### src/rtl/uart_rx_frame_ctrl_if.sv
`default_nettype none
// ============================================================================
//  Module   : uart_rx_frame_ctrl_if
//  Brief    : Byte-in / payload-out bus of the UART frame controller, with
//             the error pulse and the debug counters.
//  Revision : 1.0 - initial release
// ============================================================================
interface uart_rx_frame_ctrl_if;
   logic [7:0]  i_data;
   logic        i_valid;
   logic [7:0]  o_data;
   logic        o_valid;
   logic        i_ready;
   logic        o_last;
   logic        o_err;
   logic [1:0]  o_err_code;
   logic [15:0] o_frame_count;
   logic [15:0] o_drop_count;

   // Frame controller side
   modport slave (
      input  i_data, i_valid, i_ready,
      output o_data, o_valid, o_last, o_err, o_err_code,
             o_frame_count, o_drop_count
   );

   // Byte source / payload consumer side
   modport master (
      output i_data, i_valid, i_ready,
      input  o_data, o_valid, o_last, o_err, o_err_code,
             o_frame_count, o_drop_count
   );
endinterface
`default_nettype wire

### src/rtl/uart_rx_frame_ctrl.sv
`default_nettype none
// ============================================================================
//  Module   : uart_rx_frame_ctrl
//  Brief    : Store-and-forward framing controller behind a UART receiver.
//             Parses SYNC, LEN, payload, CHK; buffers the payload and
//             releases it on a ready/valid stream only after the checksum
//             matches. Reports bad length, bad checksum and inter-byte
//             timeout, and counts delivered frames and dropped bytes.
//  Revision : 1.0 - initial release
// ============================================================================
module uart_rx_frame_ctrl #(
   parameter int unsigned MAX_LEN        = 16,
   parameter logic [7:0]  SYNC_BYTE      = 8'hA5,
   parameter int unsigned TIMEOUT_CYCLES = 1024
) (
   input  logic                 clk,
   input  logic                 rst_n,
   uart_rx_frame_ctrl_if.slave  bus
);

   // Buffer depth rounded up to a power of two so the index slice covers it
   localparam int unsigned          c_IDX_W    = (MAX_LEN > 1) ? $clog2(MAX_LEN) : 1;
   localparam int unsigned          c_DEPTH    = 1 << c_IDX_W;
   // Timer only has to reach TIMEOUT_CYCLES-1; expiry is detected one step early
   localparam int unsigned          c_TMR_W    = $clog2(TIMEOUT_CYCLES);
   localparam logic [c_TMR_W-1:0]   c_TMR_LAST = c_TMR_W'(TIMEOUT_CYCLES - 1);
   localparam logic [7:0]           c_MAX_LEN  = 8'(MAX_LEN);
   localparam logic [15:0]          c_CNT_MAX  = 16'hFFFF;

   localparam logic [2:0] c_ST_IDLE    = 3'd0;
   localparam logic [2:0] c_ST_LEN     = 3'd1;
   localparam logic [2:0] c_ST_PAYLOAD = 3'd2;
   localparam logic [2:0] c_ST_CHK     = 3'd3;
   localparam logic [2:0] c_ST_DRAIN   = 3'd4;

   logic [2:0]         state_q, state_d;
   logic [7:0]         len_q, len_d;
   logic [7:0]         sum_q, sum_d;
   logic [7:0]         wr_idx_q, wr_idx_d;
   logic [7:0]         rd_idx_q, rd_idx_d;
   logic [c_TMR_W-1:0] timer_q, timer_d;
   logic               err_q, err_d;
   logic [1:0]         err_code_q, err_code_d;
   logic [15:0]        frame_cnt_q, frame_cnt_d;
   logic [15:0]        drop_cnt_q, drop_cnt_d;
   logic [7:0]         mem_q [0:c_DEPTH-1];

   logic               w_valid;
   logic               w_last;
   logic               w_hs;
   logic               w_len_ok;
   logic               w_last_wr;
   logic               w_last_rd;
   logic               w_timed_state;
   logic               w_timeout;
   logic [c_IDX_W-1:0] w_wr_ptr;
   logic [c_IDX_W-1:0] w_rd_ptr;

   assign w_len_ok      = (bus.i_data != 8'd0) && (bus.i_data <= c_MAX_LEN);
   assign w_last_wr     = (wr_idx_q == (len_q - 8'd1));
   assign w_last_rd     = (rd_idx_q == (len_q - 8'd1));
   assign w_hs          = w_valid && bus.i_ready;
   assign w_wr_ptr      = wr_idx_q[c_IDX_W-1:0];
   assign w_rd_ptr      = rd_idx_q[c_IDX_W-1:0];
   assign w_timed_state = (state_q == c_ST_LEN) || (state_q == c_ST_PAYLOAD) ||
                          (state_q == c_ST_CHK);
   // A byte on the expiry cycle wins, so expiry requires a quiet input
   assign w_timeout     = w_timed_state && !bus.i_valid && (timer_q == c_TMR_LAST);

   // State register
   always_ff @(posedge clk) begin
      if (!rst_n) begin
         state_q <= c_ST_IDLE;
      end else begin
         state_q <= state_d;
      end
   end

   // Next-state decode from the incoming byte strobe and the drain handshake
   always_comb begin
      state_d = state_q;
      case (state_q)
         c_ST_IDLE: begin
            if (bus.i_valid && (bus.i_data == SYNC_BYTE)) begin
               state_d = c_ST_LEN;
            end
         end
         c_ST_LEN: begin
            if (bus.i_valid) begin
               state_d = w_len_ok ? c_ST_PAYLOAD : c_ST_IDLE;
            end else if (w_timeout) begin
               state_d = c_ST_IDLE;
            end
         end
         c_ST_PAYLOAD: begin
            if (bus.i_valid && w_last_wr) begin
               state_d = c_ST_CHK;
            end else if (w_timeout) begin
               state_d = c_ST_IDLE;
            end
         end
         c_ST_CHK: begin
            if (bus.i_valid) begin
               state_d = (bus.i_data == sum_q) ? c_ST_DRAIN : c_ST_IDLE;
            end else if (w_timeout) begin
               state_d = c_ST_IDLE;
            end
         end
         c_ST_DRAIN: begin
            if (w_hs && w_last_rd) begin
               state_d = c_ST_IDLE;
            end
         end
         default: state_d = c_ST_IDLE;
      endcase
   end

   // Stream outputs are a pure function of state; held steady while stalled
   always_comb begin
      w_valid = 1'b0;
      w_last  = 1'b0;
      if (state_q == c_ST_DRAIN) begin
         w_valid = 1'b1;
         w_last  = w_last_rd;
      end
   end

   // Datapath next values: length, checksum, indices, timer, errors, counters
   always_comb begin
      len_d       = len_q;
      sum_d       = sum_q;
      wr_idx_d    = wr_idx_q;
      rd_idx_d    = rd_idx_q;
      err_d       = 1'b0;
      err_code_d  = err_code_q;
      frame_cnt_d = frame_cnt_q;
      drop_cnt_d  = drop_cnt_q;

      if (!w_timed_state || bus.i_valid || w_timeout) begin
         timer_d = '0;
      end else begin
         timer_d = timer_q + 1'b1;
      end

      case (state_q)
         c_ST_IDLE: begin
            if (bus.i_valid && (bus.i_data != SYNC_BYTE) && (drop_cnt_q != c_CNT_MAX)) begin
               drop_cnt_d = drop_cnt_q + 16'd1;
            end
         end
         c_ST_LEN: begin
            if (bus.i_valid) begin
               if (w_len_ok) begin
                  len_d    = bus.i_data;
                  sum_d    = bus.i_data;
                  wr_idx_d = 8'd0;
               end else begin
                  err_d      = 1'b1;
                  err_code_d = 2'd1;
               end
            end
         end
         c_ST_PAYLOAD: begin
            if (bus.i_valid) begin
               sum_d    = sum_q + bus.i_data;
               wr_idx_d = wr_idx_q + 8'd1;
            end
         end
         c_ST_CHK: begin
            if (bus.i_valid) begin
               if (bus.i_data == sum_q) begin
                  rd_idx_d = 8'd0;
               end else begin
                  err_d      = 1'b1;
                  err_code_d = 2'd2;
               end
            end
         end
         c_ST_DRAIN: begin
            // No parse while draining: every arriving byte is lost
            if (bus.i_valid && (drop_cnt_q != c_CNT_MAX)) begin
               drop_cnt_d = drop_cnt_q + 16'd1;
            end
            if (w_hs) begin
               rd_idx_d = rd_idx_q + 8'd1;
               if (w_last_rd && (frame_cnt_q != c_CNT_MAX)) begin
                  frame_cnt_d = frame_cnt_q + 16'd1;
               end
            end
         end
         default: ;
      endcase

      if (w_timeout) begin
         err_d      = 1'b1;
         err_code_d = 2'd3;
      end
   end

   // Datapath registers
   always_ff @(posedge clk) begin
      if (!rst_n) begin
         len_q       <= 8'd0;
         sum_q       <= 8'd0;
         wr_idx_q    <= 8'd0;
         rd_idx_q    <= 8'd0;
         timer_q     <= '0;
         err_q       <= 1'b0;
         err_code_q  <= 2'd0;
         frame_cnt_q <= 16'd0;
         drop_cnt_q  <= 16'd0;
      end else begin
         len_q       <= len_d;
         sum_q       <= sum_d;
         wr_idx_q    <= wr_idx_d;
         rd_idx_q    <= rd_idx_d;
         timer_q     <= timer_d;
         err_q       <= err_d;
         err_code_q  <= err_code_d;
         frame_cnt_q <= frame_cnt_d;
         drop_cnt_q  <= drop_cnt_d;
      end
   end

   // Payload buffer; contents are don't-care after reset so it is not cleared
   always_ff @(posedge clk) begin
      if ((state_q == c_ST_PAYLOAD) && bus.i_valid) begin
         mem_q[w_wr_ptr] <= bus.i_data;
      end
   end

   assign bus.o_data        = mem_q[w_rd_ptr];
   assign bus.o_valid       = w_valid;
   assign bus.o_last        = w_last;
   assign bus.o_err         = err_q;
   assign bus.o_err_code    = err_code_q;
   assign bus.o_frame_count = frame_cnt_q;
   assign bus.o_drop_count  = drop_cnt_q;

endmodule
`default_nettype wire

### src/flat_wrapper.sv
// flat-port wrapper written by rule: the top's interface ports become plain ports
module uart_rx_frame_ctrl_flat 
#(
   parameter int unsigned MAX_LEN        = 16,
   parameter logic [7:0]  SYNC_BYTE      = 8'hA5,
   parameter int unsigned TIMEOUT_CYCLES = 1024
)
  (clk, rst_n, bus_i_data, bus_i_valid, bus_i_ready, bus_o_data, bus_o_valid, bus_o_last, bus_o_err, bus_o_err_code, bus_o_frame_count, bus_o_drop_count);
  uart_rx_frame_ctrl_if bus_i ();
  input  logic clk;
  input  logic rst_n;
  input wire logic [$bits(bus_i.i_data)-1:0] bus_i_data;
  input wire logic [$bits(bus_i.i_valid)-1:0] bus_i_valid;
  input wire logic [$bits(bus_i.i_ready)-1:0] bus_i_ready;
  output wire logic [$bits(bus_i.o_data)-1:0] bus_o_data;
  output wire logic [$bits(bus_i.o_valid)-1:0] bus_o_valid;
  output wire logic [$bits(bus_i.o_last)-1:0] bus_o_last;
  output wire logic [$bits(bus_i.o_err)-1:0] bus_o_err;
  output wire logic [$bits(bus_i.o_err_code)-1:0] bus_o_err_code;
  output wire logic [$bits(bus_i.o_frame_count)-1:0] bus_o_frame_count;
  output wire logic [$bits(bus_i.o_drop_count)-1:0] bus_o_drop_count;
  assign bus_i.i_data = bus_i_data;
  assign bus_i.i_valid = bus_i_valid;
  assign bus_i.i_ready = bus_i_ready;
  assign bus_o_data = bus_i.o_data;
  assign bus_o_valid = bus_i.o_valid;
  assign bus_o_last = bus_i.o_last;
  assign bus_o_err = bus_i.o_err;
  assign bus_o_err_code = bus_i.o_err_code;
  assign bus_o_frame_count = bus_i.o_frame_count;
  assign bus_o_drop_count = bus_i.o_drop_count;
  uart_rx_frame_ctrl #(.MAX_LEN(MAX_LEN), .SYNC_BYTE(SYNC_BYTE), .TIMEOUT_CYCLES(TIMEOUT_CYCLES)) u_core (.clk(clk), .rst_n(rst_n), .bus(bus_i));
endmodule
### config.mk
export PLATFORM = sky130hd
export DESIGN_NAME = uart_rx_frame_ctrl_flat
export DESIGN_NICKNAME = d
export VERILOG_FILES = /design/src/rtl/uart_rx_frame_ctrl_if.sv /design/src/rtl/uart_rx_frame_ctrl.sv /design/src/flat_wrapper.sv
export SDC_FILE = /design/constraint.sdc
export NUM_CORES = 1
export LEC_CHECK = 0
export ABC_CLOCK_PERIOD_IN_PS = 6300
export CAP_MARGIN = 25
export CORE_ASPECT_RATIO = 1.25
export CORE_MARGIN = 2
export CORE_UTILIZATION = 60
export CTS_BUF_LIST = sky130_fd_sc_hd__clkbuf_4 sky130_fd_sc_hd__clkbuf_8
export DETAILED_ROUTE_END_ITERATION = 10
export DONT_BUFFER_PORTS = 1
export PLACE_DENSITY = 0.76
export REMOVE_ABC_BUFFERS = 1
export SYNTH_ARGS = -nofsm -noshare
export SYNTH_HDL_FRONTEND = slang
export SYNTH_SLANG_ARGS = --single-unit
### constraint.sdc
create_clock -name clk -period 6.3 [get_ports clk]
set_input_delay 0.945 -clock clk [delete_from_list [all_inputs] [get_ports clk]]
set_output_delay 0.945 -clock clk [all_outputs]
set_load 0.005 [all_outputs]
# Word level (Yosys, flattened, before mapping)

Memories as Yosys holds them, arrays and structs flattened. A register that Yosys moved wholly into a read port is not among the register bits.
Index checks and enable logic that the tools add are counted.

Output and inout port bits: 45
Memories: 1
Register bits: 80
Memory bits (writable): 128
Logic and storage cells: 120
Bits of input ports: 12

$lt $le $gt $ge: 1
Eq/ne operators: 26
Bitwise operators: 1
$add $sub $neg: 7
Mux-type cells: 42
Reduce and logical (&&, ||, !) cells: 32

Memories:

| name         | words | width | rd ports | clocked after Yosys merged registers in | wr ports | line                     | RTL |
|---|---|---|---|---|---|---|---|
| u_core.mem_q | 16    | 8     | 1        | 1                                       | 1        | uart_rx_frame_ctrl.sv:46 | `logic [7:0] mem_q [0:c_DEPTH-1];` |

Operators by type and width:

| operator                                                                         | count |
|---|---|
| 8-bit 2-to-1 mux                                                                 | 9 |
| 8-bit one-hot mux with 2 select lines                                            | 3 |
| 16-bit by 1-bit adder with 16-bit output, second input constant                  | 2 |
| 16-bit 2-to-1 mux                                                                | 2 |
| 16-bit inequality test, second input constant                                    | 2 |
| 16-bit one-hot mux with 2 select lines                                           | 1 |
| 8-bit == test                                                                    | 3 |
| 3-bit 2-to-1 mux                                                                 | 7 |
| 8-bit by 1-bit adder with 8-bit output, second input constant                    | 2 |
| 3-bit one-hot mux with 5 select lines                                            | 1 |
| 1-bit logical AND                                                                | 12 |
| 2-bit 2-to-1 mux                                                                 | 6 |
| 10-bit by 1-bit adder with 10-bit output, second input constant                  | 1 |
| 10-bit == test, second input constant                                            | 1 |
| 2-bit by 1-bit inequality test with 1-bit output, second input constant          | 5 |
| 2-bit inequality test, second input constant                                     | 5 |
| 1-bit 2-to-1 mux                                                                 | 9 |
| 3-bit by 2-bit inequality test with 1-bit output, second input constant          | 3 |
| 3-bit AND reduction                                                              | 3 |
| 8-bit adder                                                                      | 1 |
| 8-bit == test, second input constant                                             | 1 |
| 8-bit by 5-bit less-or-equal comparator with 1-bit output, second input constant | 1 |
| 4-bit 2-to-1 mux                                                                 | 2 |
| 8-bit inequality test, second input constant                                     | 1 |
| other kinds (18)                                                                 | 26 |

# Logic depth before layout (Yosys ltp)

Depth after elaboration: 8
Mapped depth: 12
Mapped depth without buffers: 10

# Least setup slack after synthesis

No wires, ideal clock.

Path kind: reg2out
From: register (tool-made name)
To: output port bus_o_data[0]
Slack: 3.274 ns
Arrival: 2.081 ns
Path buffers: 2
Cell stages (with the launch flop): 5
Required time: 5.355 ns
Cells stage by stage: dfxtp_1 clkbuf_1 buf_1 mux4_2 mux4_2

RTL lines:

| item      | line               | RTL |
|---|---|---|
| to (decl) | flat_wrapper.sv:15 | `output wire logic [$bits(bus_i.o_data)-1:0] bus_o_data;` |

==> qor.csv <==
metric;value;unit
post-cts gate resize count;0;
leakage power total;3.35;nW
Root Buffer;clkbuf_8;
CP required;5350;ps
PortBufs;0;
clock buffer depth;3;
sequential fraction of the synthesis area;0.597;
antenna violations before repair;0;
worst reg2reg path startpoint;u_core.len_q[0];
FF-to-FF path depth;9;
CP startpoint kind;flip-flop;
fillers;1090;
HPWL Detailed;12200;um
Synth area leader;edfxtp_1;
gpl congestion;0.810;
CTS sink cnt;212;
Synth area leaders;edfxtp_1 (42%), dfxtp_1 (18%), mux4_2 (9.7%);
Slew headroom;0.454;
status;complete, no violations;
fin crit period;3440;ps
Max-cap violations;0;
CTS tree;done;
R2R Setup Slk;3050;ps
Area growth, synth to finish;7.73;%
post-route insts no fill;911;
Hold Path Sink;u_core.sum_q[1];
n_diodes;0;
Starting Density;0.617;
worst r2r dst;u_core.bus.o_frame_count[3];
Post-synth EDFFs;128;
depth of the CTS H-tree;1;
Pwr per Cell Area;252;nW/um^2
final setup fails;0;
pre-CTS setup slack;3020;ps
vias per inst;6.16;
pin count of the biggest net entering global routing;47;
Post-CTS Setup Repair Bufs;0;
cell area after synthesis;9260;um^2
Critical Path Fanout Max;32;
Synth async-reset ratio;0;
Synth Flop Type;edfxtp_1;
Site Rows;50;
Synth cell types;57;
fmax;291;MHz
hold_buf cts;0;
first-pass GRT wire length;29700;um
fraction of layout cells with a size suffix above 1;0.140;
worst hold path depth;2;
aggregate global routing overflow;0;
gr usage total;0.236;
CTS buffer count;31;
Yosys Warn Count;0;
layout net count;734;
final routed DRC violation total;0;
total power draw;2.51;mW
Die Ht;143;um
Post-synth top cells;edfxtp_1 (128), dfxtp_1 (84), nor2_1 (67);
Clock Latency Late Sink;550;ps
most common cell in the netlist;edfxtp_1;
Final Cycle Share;0.546;
Iteration-0 DRC Markers;400;
Antenna Nets Post-Route;0;
CP Class;reg -> out;
final hold vios;0;
setup TNS;0;ps
Total Wirelength;18700;um
RSZ-0062 raised after global routing;false;
worst hold start;u_core.sum_q[1];
fin. max-slew vios;0;
CP Data Arrival Time;2500;ps
final setup margin;2860;ps
top-area cell type share of the netlist area;0.415;
via count;5615;
Yosys reg bits;212;
HP Class;reg -> reg;
CTS clock-pin slew for the worst setup and hold paths;70;ps
dpl cells;854;
syn avg cell area;13.3;um^2
vias in the first global route;5898;
io pins;57;
Die W;115;um
Critical Path End Type;output port;
Max IR drop VDD;0.177;mV
TritonRoute pass-1 iters;5;
die area;16400;um^2
Core ar.;15000;um^2
Synth Instances;696;
Clock Skews;20.3;ps
WL per Instance;20.5;um
measured slew at the worst slew-check pin;817;ps
-- power by group --
group | switching, mW | internal [mW] | total, mW
Clock | 0.497 | 0.520 | 1.02
Combinational | 0.0139 | 0.00848 | 0.0224
Sequential | 0.00200 | 1.47 | 1.47
Total | 0.513 | 2.00 | 2.51
-- through the flow --
| step | utilization | cell area [um^2] | hold slack, ps |
|---|---|---|---|
| after floorplan | - | 9150 | 449 |
| after global placement | 0.626 | 9400 | 469 |
| after detailed placement | 0.626 | 9400 | 472 |
| after CTS | 0.664 | 9970 | 469 |
| after global routing | 0.664 | 9970 | 471 |
| final | 0.664 | 9970 | 482 |
-- cell type report --
| type | count | area, um^2 | share of cell area |
|---|---|---|---|
| Multi-Input combinational cell | 441 | 3560 | 0.357 |
| Clock buffer | 41 | 502 | 0.0503 |
| Sequential cell | 212 | 5530 | 0.554 |
| Timing Repair Buffer | 3 | 22.5 | 0.00226 |
| Tap cell | 182 | 228 | 0.0228 |
| Clock inverter | 16 | 75.1 | 0.00753 |
| Inverter | 16 | 60.1 | 0.00602 |
-- cell families (layout without fill, tap and decap cells) --
family,Yosys count,after routing,synth area share
xor+xnor,61,61,0.0630
compound gates,69,69,0.0507
simple gates,239,239,0.133
fa+ha+maj,17,17,0.0238
mux,55,55,0.114
buf+inv,43,76,0.0186
flops,212,212,0.597
-- state kept, by name (all words and copies together) (netlist names), named ones only --
register and count:
u_core.bus.o_drop_count 16, u_core.bus.o_err 1, u_core.bus.o_err_code 2, u_core.bus.o_frame_count 16, u_core.len_q 8, u_core.mem_q 128
u_core.rd_idx_q 8, u_core.state_q 3, u_core.sum_q 8, u_core.timer_q 10, u_core.wr_idx_q 8
-- worst max path at each step --
stage                  start  slack, ps                 end  depth (start not counted)
2_1_floorplan      flip-flop       2790       bus_o_data[0]                          2
3_3_place_gp   bus_i_data[5]       3110  u_core.rd_idx_q[7]                          8
3_5_place_dp   bus_i_data[5]       3020  u_core.rd_idx_q[7]                          8
4_1_cts            flip-flop       2780       bus_o_data[1]                          3
5_1_grt            flip-flop       2700       bus_o_data[1]                          3
6_report           flip-flop       2860       bus_o_data[1]                          3
-- per-layer routing --
| layer | vias to the layer above | share of wire | GRT usage |
|---|---|---|---|
| met5 | - | 0 | 0 |
| met4 | 0 | 0.019 | 0.0774 |
| met3 | 28 | 0.067 | 0.0543 |
| met2 | 191 | 0.53 | 0.433 |
| met1 | 2753 | 0.39 | 0.271 |
| li1 | 2643 | - | - |
-- worst max-delay path: stages (launching register included) --
cell and delay [ps]:
dfxtp_2 310, buf_4 500, mux4_2 600, mux4_2 520
-- cells in the final DEF (no fill, tap or decap), drive strengths merged, types with 15 or more instances in the layout --
master  netlist  final
a21oi        16     16
and2         15     15
and3         19     19
clkbuf       17     41
dfxtp        84     84
edfxtp      128    128
ha           16     16
inv          16     16
mux4         40     40
nand2        45     45
nand3        20     20
nor2         67     67
o21ai        18     18
xnor2        30     30
xor2         28     28
No activity file was read; power rests on OpenSTA's default activity.
